$ cat config.mk
export PLATFORM = sky130hd
export DESIGN_NAME = dmem_arbiter
export DESIGN_NICKNAME = d
export VERILOG_FILES = /design/src/rtl/dmem_arbiter.sv
export SDC_FILE = /design/constraint.sdc
export NUM_CORES = 1
export LEC_CHECK = 0
export CAP_MARGIN = 20
export CORE_AREA = 2 2 168 170
export DETAILED_ROUTE_END_ITERATION = 10
export DIE_AREA = 0 0 170 172
export MAX_ROUTING_LAYER = met4
export PLACE_DENSITY = 0.58
export SLEW_MARGIN = 20
export SYNTH_ARGS = -nofsm -noshare
export SYNTH_HDL_FRONTEND = slang
export SYNTH_SLANG_ARGS = --single-unit
$ cat constraint.sdc
create_clock -name clock -period 2.6 [get_ports clock]
set_input_delay 0.39 -clock clock [delete_from_list [all_inputs] [get_ports clock]]
set_output_delay 0.39 -clock clock [all_outputs]
set_load 0.1 [all_outputs]
$ cat src/rtl/dmem_arbiter.sv
// dmem_arbiter: shares one single-ported, word-addressed data memory between the
//    MEM stage (port 0) and the debug/program loader (port 1); ties go round-robin.
// Latency (req sampled in IDLE -> gnt): write 2, read READ_LAT+2, out-of-range 1 cycle.
// Backpressure: one access in flight; requesters hold req until gnt, port 0 sees stall.
//
// Ports:
//    clock, reset_n            clock, asynchronous active-low reset
//    reqN, weN, addrN, wdataN  port N request; fields held stable until gntN
//    gntN, rdataN, errN        completion pulse, read data, out-of-range flag
//    stall                     req0 & ~gnt0, freezes the pipeline
//    mem_*                     data memory interface (writes on posedge with mem_write=1)
module dmem_arbiter #(
   parameter int DEPTH    = 8192,
   parameter int READ_LAT = 2
) (
   input  logic        clock,
   input  logic        reset_n,
   input  logic        req0,
   input  logic        we0,
   input  logic [31:0] addr0,
   input  logic [31:0] wdata0,
   output logic        gnt0,
   output logic [31:0] rdata0,
   output logic        err0,
   input  logic        req1,
   input  logic        we1,
   input  logic [31:0] addr1,
   input  logic [31:0] wdata1,
   output logic        gnt1,
   output logic [31:0] rdata1,
   output logic        err1,
   output logic        stall,
   output logic [31:0] mem_address,
   output logic [31:0] mem_write_data,
   output logic        mem_write,
   output logic        mem_read,
   input  logic [31:0] mem_read_data
);

   typedef enum logic [1:0] {IDLE, READ, WRITE, RESP} state_t;

   localparam logic [31:0] DEPTH_W  = 32'(DEPTH);
   localparam logic [3:0]  CNT_INIT = 4'(READ_LAT);

   state_t      state;
   logic        last_grant;
   logic        sel;
   logic [3:0]  cnt;

   logic        pick;
   logic        pick_we;
   logic [31:0] pick_addr;
   logic [31:0] pick_wdata;
   logic        pick_oor;

   // With both ports requesting, the one not served last wins.
   assign pick       = (req0 && req1) ? ~last_grant : req1;
   assign pick_we    = pick ? we1    : we0;
   assign pick_addr  = pick ? addr1  : addr0;
   assign pick_wdata = pick ? wdata1 : wdata0;
   assign pick_oor   = (pick_addr >= DEPTH_W);

   assign stall = req0 & ~gnt0;

   // mem_address / mem_write_data double as the latched request address and data:
   // they are loaded on the selecting edge and held until the access leaves RESP.
   always_ff @(posedge clock or negedge reset_n) begin
      if (!reset_n) begin
         state          <= IDLE;
         last_grant     <= 1'b1;
         sel            <= 1'b0;
         cnt            <= 4'd0;
         mem_address    <= '0;
         mem_write_data <= '0;
         mem_write      <= 1'b0;
         mem_read       <= 1'b0;
         gnt0           <= 1'b0;
         gnt1           <= 1'b0;
         err0           <= 1'b0;
         err1           <= 1'b0;
         rdata0         <= '0;
         rdata1         <= '0;
      end else begin
         gnt0 <= 1'b0;
         gnt1 <= 1'b0;
         err0 <= 1'b0;
         err1 <= 1'b0;
         case (state)
            IDLE: begin
               if (req0 || req1) begin
                  sel            <= pick;
                  last_grant     <= pick;
                  mem_address    <= pick_addr;
                  mem_write_data <= pick_wdata;
                  if (pick_oor) begin
                     // Out-of-range: memory is never touched, complete with err.
                     state <= RESP;
                     if (pick) begin
                        gnt1 <= 1'b1;
                        err1 <= 1'b1;
                        if (!pick_we) rdata1 <= '0;
                     end else begin
                        gnt0 <= 1'b1;
                        err0 <= 1'b1;
                        if (!pick_we) rdata0 <= '0;
                     end
                  end else if (pick_we) begin
                     state     <= WRITE;
                     mem_write <= 1'b1;
                  end else begin
                     state    <= READ;
                     mem_read <= 1'b1;
                     cnt      <= CNT_INIT;
                  end
               end
            end
            WRITE: begin
               mem_write <= 1'b0;
               state     <= RESP;
               if (sel) gnt1 <= 1'b1;
               else     gnt0 <= 1'b1;
            end
            READ: begin
               // mem_read is held for READ_LAT cycles; the following cycle (cnt==0)
               // samples the memory's registered output and completes the access.
               if (cnt == 4'd0) begin
                  state <= RESP;
                  if (sel) begin
                     gnt1   <= 1'b1;
                     rdata1 <= mem_read_data;
                  end else begin
                     gnt0   <= 1'b1;
                     rdata0 <= mem_read_data;
                  end
               end else begin
                  cnt      <= cnt - 4'd1;
                  mem_read <= (cnt != 4'd1);
               end
            end
            RESP: begin
               state          <= IDLE;
               mem_address    <= '0;
               mem_write_data <= '0;
            end
            default: state <= IDLE;
         endcase
      end
   end

endmodule

==> results of run 1 <==
-- state kept, by name, summed over array words and instances (netlist names) --
signal,count
err0,1
mem_read,1
gnt1,1
last_grant,1
mem_address,32
cnt,4
mem_write_data,32
err1,1
state,2
rdata1,32
gnt0,1
rdata0,32
mem_write,1
sel,1
-- cell usage after synthesis (2+ instances only) --
cell type	number
dfrtp_1	141
buf_2	3
mux2_2	10
nor2b_1	2
a21oi_1	3
buf_6	6
o21ai_0	68
buf_4	2
nand3_1	3
o211ai_1	2
buf_1	3
and2_1	32
nor4_4	2
nor2_1	11
mux2i_1	65
nor4_1	6
clkbuf_1	19
inv_1	9
nand2b_1	2
ha_1	7
nor3_1	4
mux2_4	55
a21o_1	2
a22o_1	3
nand2_1	74
o32a_1	2
-- metrics by stage --
| step | std cells | cell area [um^2] | worst slack, ns | TNS [ns] |
|---|---|---|---|---|
| floorplan | 562 | 6800 | 0.405 | 0 |
| CTS | 1250 | 10800 | 0.118 | 0 |
| finish | 1250 | 10800 | 0.135 | 0 |
| global placement | 1218 | 10200 | -0.104 | -3.07 |
| detailed placement | 1218 | 10200 | -0.137 | -4.26 |
| global route | 1250 | 10800 | 0.0243 | 0 |
-- worst max-delay path: stages, from the launching register on --
cell and delay [ns]:
dfrtp_1 0.40, inv_1 0.08, ha_1 0.34, inv_1 0.17
o32ai_4 0.12, buf_12 0.15, a2111oi_4 0.37, buf_12 0.29
mux2_2 0.37
-- per-layer routing --
layer | GRT usage | wire (um) | vias to the layer above
met5 | - | 0 | -
met4 | 0.0379 | 241 | 0
met3 | 0.0391 | 1370 | 14
met1 | 0.179 | 9310 | 2573
met2 | 0.237 | 9230 | 231
li1 | - | - | 2637
-- area by class of cell --
cell class              instances  share of cell area
inverters                       9             0.00313
repair buffers                344               0.287
well taps                     346              0.0401
clock buffers                  20              0.0423
clock inverters                11              0.0143
multi-input cells             378               0.283
flip-flops and latches        142               0.329
-- placed cells by master, fill, tap and decap left out, drive strengths merged, types with 3 or more instances in the layout --
cell type,netlist,layout
nor4,8,8
and2,32,32
mux2i,65,65
nor2,11,11
a21oi,3,3
inv,9,13
nand2,74,74
o21ai,69,69
bufinv,0,3
clkbuf,19,20
nor3,5,5
ha,7,7
a22o,3,3
buf,14,179
dfrtp,141,141
clkdlybuf4s50,0,164
nand3,3,3
mux2,65,65
-- kinds of logic (layout without fill, tap and decap cells) --
kind of cell             count (synthesis)  in the layout  share of synthesized area
AO/OA/AOI/OAI                           97             97                     0.0902
adder cells (fa/ha/maj)                  7              7                     0.0129
buffers and inverters                   42            384                     0.0315
flip-flops                             142            142                      0.523
multiplexers                           130            130                      0.234
AND/OR/NAND/NOR                        144            144                      0.109
-- final timing paths --
kind / start / to / slack [ns] / cells past startpoint
worst max register to register: state[0] / rdata0[29] / 0.13 / 8
max in group asynchronous: reset_n / rdata1[11] / 1.37 / 3
min in group asynchronous: reset_n / rdata1[17] / 0.55 / 2
worst min-delay path: mem_address[9] / mem_address[9] / 0.48 / 2
worst max-delay path: state[0] / rdata0[29] / 0.13 / 8
worst min register to register: mem_address[9] / mem_address[9] / 0.48 / 2
==> results.ini, run 1 <==
[yosys]
yosys.area.top_type = dfrtp_1
synth_top_area_share = 0.519
avgSynthCellArea_um2 = 12.1
async_flop_share = 1.00
ys_warn_count = 0
syn-instance-count = 562
syn_nets = 735
synth_flop_cell = dfrtp_1
synth_area_leaders = dfrtp_1 (52%), mux2_4 (12%), mux2i_1 (9.6%)
syn_area_um2 = 6800
seq_area_frac_synth = 0.523
ys_seq_elements = 142
yosysUniqueCellTypes = 52
synth_edf_count = 0

[finish]
area_delta_synth_final_pct = 58.7
nFillCells = 2714
antennaDiodeCount = 0
multi_input_area_um2 = 3060
drive_gt1_frac = 0.320
seq_area_um2 = 3550
fin_util = 0.393
nets = 1065

[floorplan]
die_area_um2 = 29200
die_h_um = 172
ios = 301
coreArea_um2 = 27500
die_x_um = 170
start_util = 0.247
fp-row-count = 61

[critical_path]
startpoint_type = flop
path_class = reg -> reg
cp-end-kind = flop
critPathArrivalTime_ns = 2.75
critPathRequiredTime_ns = 2.89
worstPathMaxFanout = 32

[grt]
overflow = 0
grt_pass1_wl_um = 31900
grtUsageTotal = 0.145
antenna_found_initial = 0
grt_max_degree = 67
grt_pass1_vias = 5768

[sta]
relSlewSlack = 0.545
maxSlewViolCount = 0
max_freq_mhz = 406
tightestPinTransition_ns = 0.680
fin_skew_ns = 0.0138
min_period_ns = 2.47
whs_ns = 0.479
final.period_utilization = 0.948
rsz0062_at_grt = no
setup_viol = 0
hold_viol = 0

[cts]
cts_made_buffers = 17
cts_setup_buffers = 0
max-clock-path-buffers = 2
h-tree-depth = 4
clkSinkCount = 142
cts_tree = built
clk_pin_slew_ns = 0.06
cts-resized-gates = 0
clk_latency_ns = 0.42
hold_buffers = 1
cts_root_buf = clkbuf_16

[placed_design]
gp_congestion = 0.818
port_buffers = 300
hpwl_um = 14800

[route]
first_pass_iters = 4
wl_per_cell_um = 16.1
wl_um = 20100
detail-route-antenna-nets = 0
drt_iter0_drc = 228
num_vias = 5455
route.detailed.drc = 0
avgViaCountPerCell = 4.36

[min_path]
hold_class = reg -> reg

[status]
outcome = finished, final reports clean

[run]
maxCapViolCount = 0

Power of run 1 is not shown: default switching activity piles up to over one toggle a cycle in this logic, so the estimate is an artifact.
==> inputs of run 2 (changes only) <==
--- a/config.mk
+++ b/config.mk
@@ -6,11 +6,12 @@
 export NUM_CORES = 1
 export LEC_CHECK = 0
 export CAP_MARGIN = 20
-export CORE_AREA = 2 2 168 170
+export CORE_AREA = 2 2 161 178
 export DETAILED_ROUTE_END_ITERATION = 10
-export DIE_AREA = 0 0 170 172
+export DIE_AREA = 0 0 163 180
 export MAX_ROUTING_LAYER = met4
 export PLACE_DENSITY = 0.58
+export SETUP_SLACK_MARGIN = 0.2
 export SLEW_MARGIN = 20
 export SYNTH_ARGS = -nofsm -noshare
 export SYNTH_HDL_FRONTEND = slang
==> run 2 against run 1 <==
Worst hold slack got worse by 0.00091 ns. Global-route usage down 0.26 points. Fmax up 6.7%.
==> results.ini, run 2 (synthesized netlist as in run 1, its figures left out) <==
[status]
outcome = finished, final reports clean

[finish]
antennaDiodeCount = 0  ; unchanged
nFillCells = 2805  ; +3.4%
area_delta_synth_final_pct = 59.8
nets = 1063  ; -0.19%
final_common_cell = buf_4
mostFrequentLayoutCells = buf_4 (165), clkdlybuf4s50_1 (164), dfrtp_1 (141)
final_cell_area_um2 = 10900  ; +0.71%
drive_gt1_frac = 0.323  ; +0.00368

[cts]
cts_tree = built
clk_pin_slew_ns = 0.06  ; about the same
max-clock-path-buffers = 2  ; unchanged
clkSinkCount = 142  ; unchanged
cts_root_buf = clkbuf_16
cts_made_buffers = 17  ; unchanged
h-tree-depth = 4  ; unchanged
clk_latency_ns = 0.42  ; about the same

[critical_path]
startpoint_type = primary input
cpMaxStageDelayCell = clkdlybuf4s50_1
critPathArrivalTime_ns = 2.61  ; -0.14 ns
path_class = in -> reg
cp_common_cell = buf_4
cp-end-kind = flop
crit_chain = clkdlybuf4s50_1 -> nor4_2 -> buf_4 -> nand3_1 -> o32ai_4 -> buf_4 -> nor3_4 -> buf_12 -> clkbuf_16 -> mux2_4
critPathRequiredTime_ns = 2.90  ; about the same
critical-path-max-stage-delay_ns = 0.45  ; +0.05 ns
worstPathMaxFanout = 16  ; -50%

[sta]
setup_viol = 0  ; unchanged
setup_tns_ns = 0  ; unchanged
tightestPinTransition_ns = 0.612  ; -0.0682 ns
max_freq_mhz = 433  ; +6.7%
rsz0062_at_grt = yes
min_period_ns = 2.31  ; -0.154 ns
whs_ns = 0.478  ; -0.000907 ns
final.period_utilization = 0.889  ; -0.0592
maxSlewViolCount = 0  ; unchanged
hold_viol = 0  ; unchanged
fin_skew_ns = 0.0120  ; -0.00176 ns
relSlewSlack = 0.592  ; +0.0472

[floorplan]
die_h_um = 180  ; +4.7%
die_x_um = 163  ; -4.1%
start_util = 0.246  ; -0.00134
coreArea_um2 = 27600  ; +0.55%
die_area_um2 = 29300  ; +0.34%
ios = 301  ; unchanged
fp-row-count = 64  ; +4.9%

[grt]
grt_pass1_vias = 5597  ; -3.0%
grt_max_degree = 65  ; -3.0%
grt_pass1_wl_um = 31600  ; -1.0%
antenna_found_initial = 0  ; unchanged
grtUsageTotal = 0.143  ; -0.00261
overflow = 0  ; unchanged

[placed_design]
hpwl_um = 15100  ; +2.3%
port_buffers = 300  ; unchanged
gp_congestion = 0.797  ; -2.6%
dpl_cell_area_um2 = 10100  ; -0.23%

[route]
wl_per_cell_um = 16.3  ; +1.3%
route.detailed.drc = 0  ; unchanged
first_pass_iters = 4  ; unchanged
drt_iter0_drc = 198  ; -13%
avgViaCountPerCell = 4.31  ; -1.2%
detail-route-antenna-nets = 0  ; unchanged
wl_um = 20700  ; +2.6%
num_vias = 5461  ; +0.11%

[min_path]
hold_class = reg -> reg

[run]
maxCapViolCount = 0  ; unchanged

[run 2: cell types whose count changed in the layout (fill, tap and decap cells not counted), moves of 2 or more]
cell       delta
buf_4         -5
clkbuf_16     +2
clkinv_4      +2
ha_1          -2
nor4_1        -2
nor4_2        +2
[run 2: area by class of cell]
type	instances	area, um^2	share of cell area
Clock buffer	20	457	0.0420
Clock inverter	12	149	0.0137
Inverter	9	33.8	0.00311
Multi-Input combinational cell	378	3090	0.284
Sequential cell	142	3550	0.327
Tap cell	363	454	0.0418
Timing Repair Buffer	342	3130	0.288
[run 2: critical path: cells and delay by family]
family / cells / cell delay [ns]
buf+inv: 5 / 1.16
compound gates: 1 / 0.22
mux: 1 / 0.31
simple gates: 3 / 0.52
[run 2: per-layer routing]
layer | part of all wire | global-route usage
met4 | 0.015 | 0.0428
met5 | 0 | -
met2 | 0.48 | 0.226
met1 | 0.44 | 0.181
met3 | 0.065 | 0.0328
[run 2: what timing repair did]
item / CTS / global route
hold buffers: 1 / 0
endpoints found under the setup margin: 0 / 128
gates resized for setup: 0 / 5
setup buffers: 0 / 2
hold endpoints to repair: 54 / 0
[run 2: final timing paths]
path	slack [ns]	from	end	cells after the start
worst max-delay path	0.29	addr1[22]	rdata1[8]	10
worst min-delay path	0.48	mem_address[25]	mem_address[25]	2
worst min register to register	0.48	mem_address[25]	mem_address[25]	2
max in group asynchronous	1.35	reset_n	mem_write_data[13]	3
worst max register to register	0.29	cnt[0]	rdata1[8]	9
min in group asynchronous	0.56	reset_n	rdata0[21]	2
[run 2: through the flow]
| stage | util | setup slack [ns] | instances |
|---|---|---|---|
| 2_1_floorplan | - | 0.405 | 562 |
| 3_3_place_gp | 0.367 | -0.110 | 1229 |
| 3_5_place_dp | 0.367 | -0.132 | 1229 |
| 4_1_cts | 0.389 | 0.224 | 1262 |
| 5_1_grt | 0.393 | 0.185 | 1266 |
| 6_report | 0.393 | 0.289 | 1266 |
Power of run 2 is left out for the same reason.
